==> src/rtl/mips_pkg.sv <==
// mips_pkg: opcodes, control encodings and main FSM states shared by the MIPS controller.
package mips_pkg;
  localparam logic [5:0] OP_LW    = 6'b100011;
  localparam logic [5:0] OP_SW    = 6'b101011;
  localparam logic [5:0] OP_RTYPE = 6'b000000;
  localparam logic [5:0] OP_BEQ   = 6'b000100;
  localparam logic [5:0] OP_ADDI  = 6'b001000;
  localparam logic [5:0] OP_J     = 6'b000010;
  localparam logic [5:0] OP_ANDI  = 6'b001100;
  typedef enum logic [1:0] {ALU_ADD, ALU_SUB, ALU_AND, ALU_FUNCT} aluop_t;
  typedef enum logic [1:0] {SRCB_B, SRCB_FOUR, SRCB_IMM, SRCB_BRANCH} alusrcb_t;
  typedef enum logic [1:0] {PC_ALURES, PC_ALUOUT, PC_JUMP, PC_RSVD} pcsrc_t;
  typedef enum logic [3:0] {
    FETCH, DECODE, MEMADR, MEMRD, MEMWB, MEMWR, EXECUTE,
    ALUWB, BRANCH, ADDIEX, ANDIEX, IWB, JUMP
  } state_t;
endpackage

==> src/rtl/mainfsm.sv <==
// mainfsm: multicycle MIPS main controller, Moore FSM driving datapath enables and selects.
module mainfsm
  import mips_pkg::*;
(
  input  logic       clk,
  input  logic       reset,
  input  logic [5:0] op,
  output logic       pcwrite,
  output logic       branch,
  output logic       iord,
  output logic       memwrite,
  output logic       irwrite,
  output logic       regdst,
  output logic       memtoreg,
  output logic       regwrite,
  output logic       alusrca,
  output logic [1:0] alusrcb,
  output logic       zeroext,
  output logic [1:0] pcsrc,
  output logic [1:0] aluop
);
  state_t state, next;
  always_ff @(posedge clk or posedge reset)
    if (reset) state <= FETCH;
    else state <= next;
  // unreachable encodings fall to the default: all outputs 0, back to FETCH
  always_comb begin
    next = FETCH;
    pcwrite = 1'b0;
    branch = 1'b0;
    iord = 1'b0;
    memwrite = 1'b0;
    irwrite = 1'b0;
    regdst = 1'b0;
    memtoreg = 1'b0;
    regwrite = 1'b0;
    alusrca = 1'b0;
    alusrcb = SRCB_B;
    zeroext = 1'b0;
    pcsrc = PC_ALURES;
    aluop = ALU_ADD;
    case (state)
      FETCH: begin
        next = DECODE;
        irwrite = 1'b1;
        pcwrite = 1'b1;
        alusrcb = SRCB_FOUR;
      end
      DECODE: begin
        next = (op == OP_LW || op == OP_SW) ? MEMADR :
               (op == OP_RTYPE) ? EXECUTE :
               (op == OP_BEQ)   ? BRANCH :
               (op == OP_ADDI)  ? ADDIEX :
               (op == OP_ANDI)  ? ANDIEX :
               (op == OP_J)     ? JUMP : FETCH;
        alusrcb = SRCB_BRANCH;
      end
      MEMADR: begin
        next = (op == OP_LW) ? MEMRD : MEMWR;
        alusrca = 1'b1;
        alusrcb = SRCB_IMM;
      end
      MEMRD: begin
        next = MEMWB;
        iord = 1'b1;
      end
      MEMWB: begin
        memtoreg = 1'b1;
        regwrite = 1'b1;
      end
      MEMWR: begin
        iord = 1'b1;
        memwrite = 1'b1;
      end
      EXECUTE: begin
        next = ALUWB;
        alusrca = 1'b1;
        aluop = ALU_FUNCT;
      end
      ALUWB: begin
        regdst = 1'b1;
        regwrite = 1'b1;
      end
      BRANCH: begin
        alusrca = 1'b1;
        branch = 1'b1;
        pcsrc = PC_ALUOUT;
        aluop = ALU_SUB;
      end
      ADDIEX: begin
        next = IWB;
        alusrca = 1'b1;
        alusrcb = SRCB_IMM;
      end
      ANDIEX: begin
        next = IWB;
        alusrca = 1'b1;
        alusrcb = SRCB_IMM;
        zeroext = 1'b1;
        aluop = ALU_AND;
      end
      IWB: regwrite = 1'b1;
      JUMP: begin
        pcwrite = 1'b1;
        pcsrc = PC_JUMP;
      end
      default: next = FETCH;
    endcase
  end
endmodule

==> config.mk <==
export PLATFORM = sky130hd
export DESIGN_NAME = mainfsm
export DESIGN_NICKNAME = d
export VERILOG_FILES = /design/src/rtl/mips_pkg.sv /design/src/rtl/mainfsm.sv
export SDC_FILE = /design/constraint.sdc
export NUM_CORES = 1
export LEC_CHECK = 0
export ABC_AREA = 1
export ABC_CLOCK_PERIOD_IN_PS = 1000
export BUFFER_PORTS_ARGS = -buffer_cell sky130_fd_sc_hd__buf_2
export CAP_MARGIN = 20
export CORE_AREA = 2 2 39 41
export DETAILED_ROUTE_END_ITERATION = 8
export DIE_AREA = 0 0 41 43
export HOLD_SLACK_MARGIN = 0.03
export PLACE_DENSITY_LB_ADDON = 0.2
export SYNTH_ARGS = -nofsm -noshare
export SYNTH_HDL_FRONTEND = slang
export SYNTH_SLANG_ARGS = --single-unit
==> constraint.sdc <==
create_clock -name clk -period 1 [get_ports clk]
set_input_delay 0.05 -clock clk [delete_from_list [all_inputs] [get_ports clk]]
set_output_delay 0.05 -clock clk [all_outputs]
set_load 0.02 [all_outputs]
== Word level (Yosys, flattened, before mapping) ==
Cells that the tools add are included.
Operators by class
  equal/unequal tests: 18
  multiplexer cells: 21
  reductions and logical operators: 9
Operator list (count)
  $mux W4: 6
  $pmux W4 S6: 1
  $eq A4 B4 Y1 const B: 5
  $eq A4 B3 Y1 const B: 4
  $eq A6 B4 Y1 const B: 2
  $eq A6 B6 Y1 const B: 2
  $pmux W2 S3: 2
  $mux W1: 10
  $eq A4 B2 Y1 const B: 2
  $eq A6 B2 Y1 const B: 1
  $eq A6 B3 Y1 const B: 1
  $logic_not A6 Y1: 1
  $reduce_or A2 Y1: 3
  $reduce_or A3 Y1: 2
  $reduce_or A5 Y1: 1
  $eq A4 B1 Y1 const B: 1
  $logic_not A4 Y1: 1
  $pmux W2 S2: 1
  $mux W3: 1
  $logic_or A1 B1 Y1: 1
Word-level totals
  bits in registers: 4
  input port bits: 8
  output and inout port bits: 16
  word-level logic and storage cells: 49

== Logic depth before layout (Yosys ltp) ==
  word-level depth: 8
  depth in mapped cells: 7
  mapped depth without buffers: 7

== Least setup slack after synthesis ==
OpenSTA, ideal clock, no wires.
  path kind: register -> register
  start: register state[0]
  end: register state[0]
  library setup time: 65 ps
  arrival time: 1121 ps
  data required time: 935 ps
  setup slack: -186 ps
  cell stages (with the launch flop): 6
  buffers on the path: 0
  clock period less this slack: 1186 ps
  cell sequence: dfrtp_1 > nor2_1 > inv_1 > nor2_1 > nor2_1 > nand2_1
On the way
  longest elaborated chain between the ends: 3
  elaborated cells between the ends (all ways): 9
  those cells by class: eq/ne: 6; mux: 1; reduce/logical: 2
RTL lines
  from (decl): line mainfsm.sv:22  | state_t state, next;
  from (signal assigned): line mainfsm.sv:25  | else state <= next;
  $eq A4 B4 Y1: line mainfsm.sv:42  | case (state)
  $reduce_or A2 Y1 (no source line)
  $pmux W4 S6 (*): line mainfsm.sv:42
  named net next[0]: line mainfsm.sv:22
The timed path passes the listed nets; every way through them passes the cells marked *.

== Final worst setup path ==
  start: register state[0]
  end: output port alusrca
On the way
  longest elaborated chain between the ends: 3
  elaborated cells between the ends (all ways): 7
  those cells by class: eq/ne: 5; mux: 1; reduce/logical: 1
RTL lines
  $eq A4 B4 Y1, or another cell as far along: line mainfsm.sv:42
  $reduce_or A5 Y1 (no source line) (*)
  $mux W1 (*): line mainfsm.sv:42
  to (decl): line mainfsm.sv:16  | output logic alusrca,
Mark *: on every way between the ends. The rest lies on a longest branch, timed or not.

==> results.toml <==
[worst_setup_path]
reg2reg_slack_ns = -0.31
crit_chain = "inv_2 > nand2_4 > nand2_4 > nand2_4 > nand2_4 > nor2_4 > nand2_2 > buf_6"
crit_fanout = 6
cp_common_cell = "nand2_4"
cp_data_required_time_ns = 0.95
crit_family = "flip-flops"
timing.critical_path.buf_inv = 2
cp_data_arrival_time_ns = 1.36
worstSetupPathType = "register to output port"
end_kind = "output port"
cpPeakStageDelay_ns = 0.47
startpoint_type = "register"
slowest_stage = "dfrtp_2"

[global_routing]
grt_pass1_wl_microns = 2540
grt_pass1_vias = 648
antenna_found_initial = 0
grt_overflow = 0
grt_max_degree = 7
grt_use_total = 0.207

[run_status]
outcome = "finished with violations"
violations = "setup timing"

[power_and_ir_drop]
power.leakage_nw = 0.593
power_switching_w = 0.00131
p_int_w = 0.00132
ir_worst_vdd_mv = 1.60
power.share.combinational = 0.800
p_sw_frac = 0.498
sequentialPowerShare = 0.123
p_per_area_nw_per_um2 = 2310
clock_power_share = 0.076
power_w = 0.00263

[timing]
worst_slack_ns = -0.414
fmax_ghz = 0.707
setup_viol = 20
skew_ns = 0.00736
max_slew_margin = 0.828
finalCritPeriodShare = 1.41
rsz0062_at_grt = "yes"
slew_violations = 0
hold_viol = 0
min_period_ns = 1.41
tightest_slew_ns = 0.258

[logic_synthesis]
seq_area_frac_synth = 0.207
yosysWarnings = 0
synth-seq-cells = 4
syn_area_per_cell_sq_um = 5.25
syn_inst = 92
synth_fp_nets = 100
synth_area_sq_um = 483
ys_types = 13

[cts]
clock_latency_ns = 0.24
numCtsBuffers = 3
root_buffer = "clkbuf_4"
path_clk_slew_ns = 0.04
htree_levels = 1
cts_buffer_depth = 2
cts_sinks = 4
cts_tree = "yes"

[finish]
drive_gt1_frac = 0.650
fin_nets = 150
largest_reg_flops = 4
final_cells = 156
largest-register = "state"
reg.largest.list = "state x4"
syn2layout_area_growth_pct = 136
diodes = 0

[detailed_routing]
vias = 807
via_per_inst = 5.17
drt_wl_total_microns = 2350
drc_errors = 0
wl_per_cell_microns = 15.0
ant_nets = 0
drt_pass1_iterations = 4
drt_iter0_markers = 31

[die]
rows = 14
dieArea_sq_um = 1760
start_util = 0.349
fp.dieH_microns = 43
core_sq_um = 1380
pin_count = 24
die_x_microns = 41

[flow_run]
cap_violations = 0

[worst_hold_path]
hold_path.class = "primary input to register"

[placed_design]
gp_congestion = 0.834
hpwlAfterDp_microns = 1110
place_inst = 141
portBuffers = 23
## metrics by stage
stage               instance area [sq um]  TNS [ns]  hold slack [ns]  setup slack, ns  utilization
floorplan                             495    -0.202           -0.184          -0.0872            -
global placement                      706     -1.08          -0.0726           -0.155        0.510
detailed placement                    706     -1.43          -0.0686           -0.188        0.510
CTS                                   933     -4.65            0.186           -0.359        0.675
global route                         1140     -7.02            0.244           -0.463        0.825
finish                               1140     -6.39            0.203           -0.414        0.825
## tightest hold or removal path: cells and delay by family
family        cells  cell delay [ns]
buf+inv           1             0.08
simple gates      3             0.25
## cells in the final DEF, fill, tap and decap left out
master,synthesis,routed
a21oi_2,0,2
a21oi_4,0,1
buf_12,0,2
buf_2,0,7
buf_4,1,13
buf_6,0,23
clkbuf_4,0,3
dfrtp_1,4,1
dfrtp_2,0,3
dlygate4sd3_1,0,1
inv_1,14,9
inv_2,4,7
inv_4,0,2
nand2_1,24,17
nand2_2,6,6
nand2_4,1,7
nand2_8,0,1
nand3_1,6,6
nand4_1,1,1
nor2_1,23,14
nor2_2,3,2
nor2_4,0,10
o22ai_2,0,1
o22ai_4,0,1
## metal layers
layer,global-route usage,part of all wire,wire [microns],vias up
met4,0.0600,0.040,95,0
li1,-,-,-,376
met5,0,0,0,-
met3,0.0314,0.061,142,12
met1,0.208,0.39,914,371
met2,0.397,0.51,1190,48
## worst paths after layout
| kind | from | to | cells past startpoint |
|---|---|---|---|
| setup / recovery | state[0]$_DFF_PP0_ | alusrca | 8 |
| hold / removal | op[5] | state[2]$_DFF_PP0_ | 4 |
| setup reg to reg | state[0]$_DFF_PP0_ | state[3]$_DFF_PP0_ | 8 |
| hold reg to reg | state[3]$_DFF_PP0_ | state[1]$_DFF_PP0_ | 5 |
| max in group asynchronous | reset | state[0]$_DFF_PP0_ | 3 |
| min in group asynchronous | reset | state[2]$_DFF_PP0_ | 3 |
## layout make-up
type	count	area, sq um
Multi-Input combinational cell	69	480
Clock buffer	3	22.5
Sequential cell	4	104
Inverter	18	72.6
Tap cell	16	20.0
Fill cell	71	243
Timing Repair Buffer	46	442
## power groups by stage
stage | clock (W) | combinational [W] | sequential, W
4_1_cts | 0.000199 | 0.00144 | 0.000291
3_5_place_dp | 0 | 0.00111 | 0.000271
3_3_place_gp | 0 | 0.00109 | 0.000265
6_report | 0.000201 | 0.00211 | 0.000324
2_1_floorplan | 0 | 0.000692 | 0.000259
5_1_grt | 0.000207 | 0.00221 | 0.000327
## kinds of logic (layout without fill, tap and decap cells)
kind of cell           Yosys count  count (layout)  synth area share
AND/OR/NAND/NOR                 64              64             0.580
buffers and inverters           19              67             0.155
flip-flops                       4               4             0.207
AO/OA/AOI/OAI                    5               5            0.0570
## cell usage after synthesis
master	n	area, sq um
nand2_2	6	37.5
nand3_1	6	30.0
inv_2	4	15.0
nand4_1	1	6.26
o22ai_1	2	12.5
nand2_4	1	11.3
buf_4	1	7.51
nand2_1	24	90.1
inv_1	14	52.6
nor2_2	3	18.8
nor2_1	23	86.3
a21oi_1	3	15.0
dfrtp_1	4	100
## timing repair
item / in CTS / in global routing
setup endpoints to repair: 20 / 20
setup buffers: 7 / 5
gates resized for setup: 44 / 41
hold buffers: 1 / 0
pin swaps: 10 / 10
hold endpoints to repair: 4 / 0
Note: power is estimated with default switching activity, not from simulation.
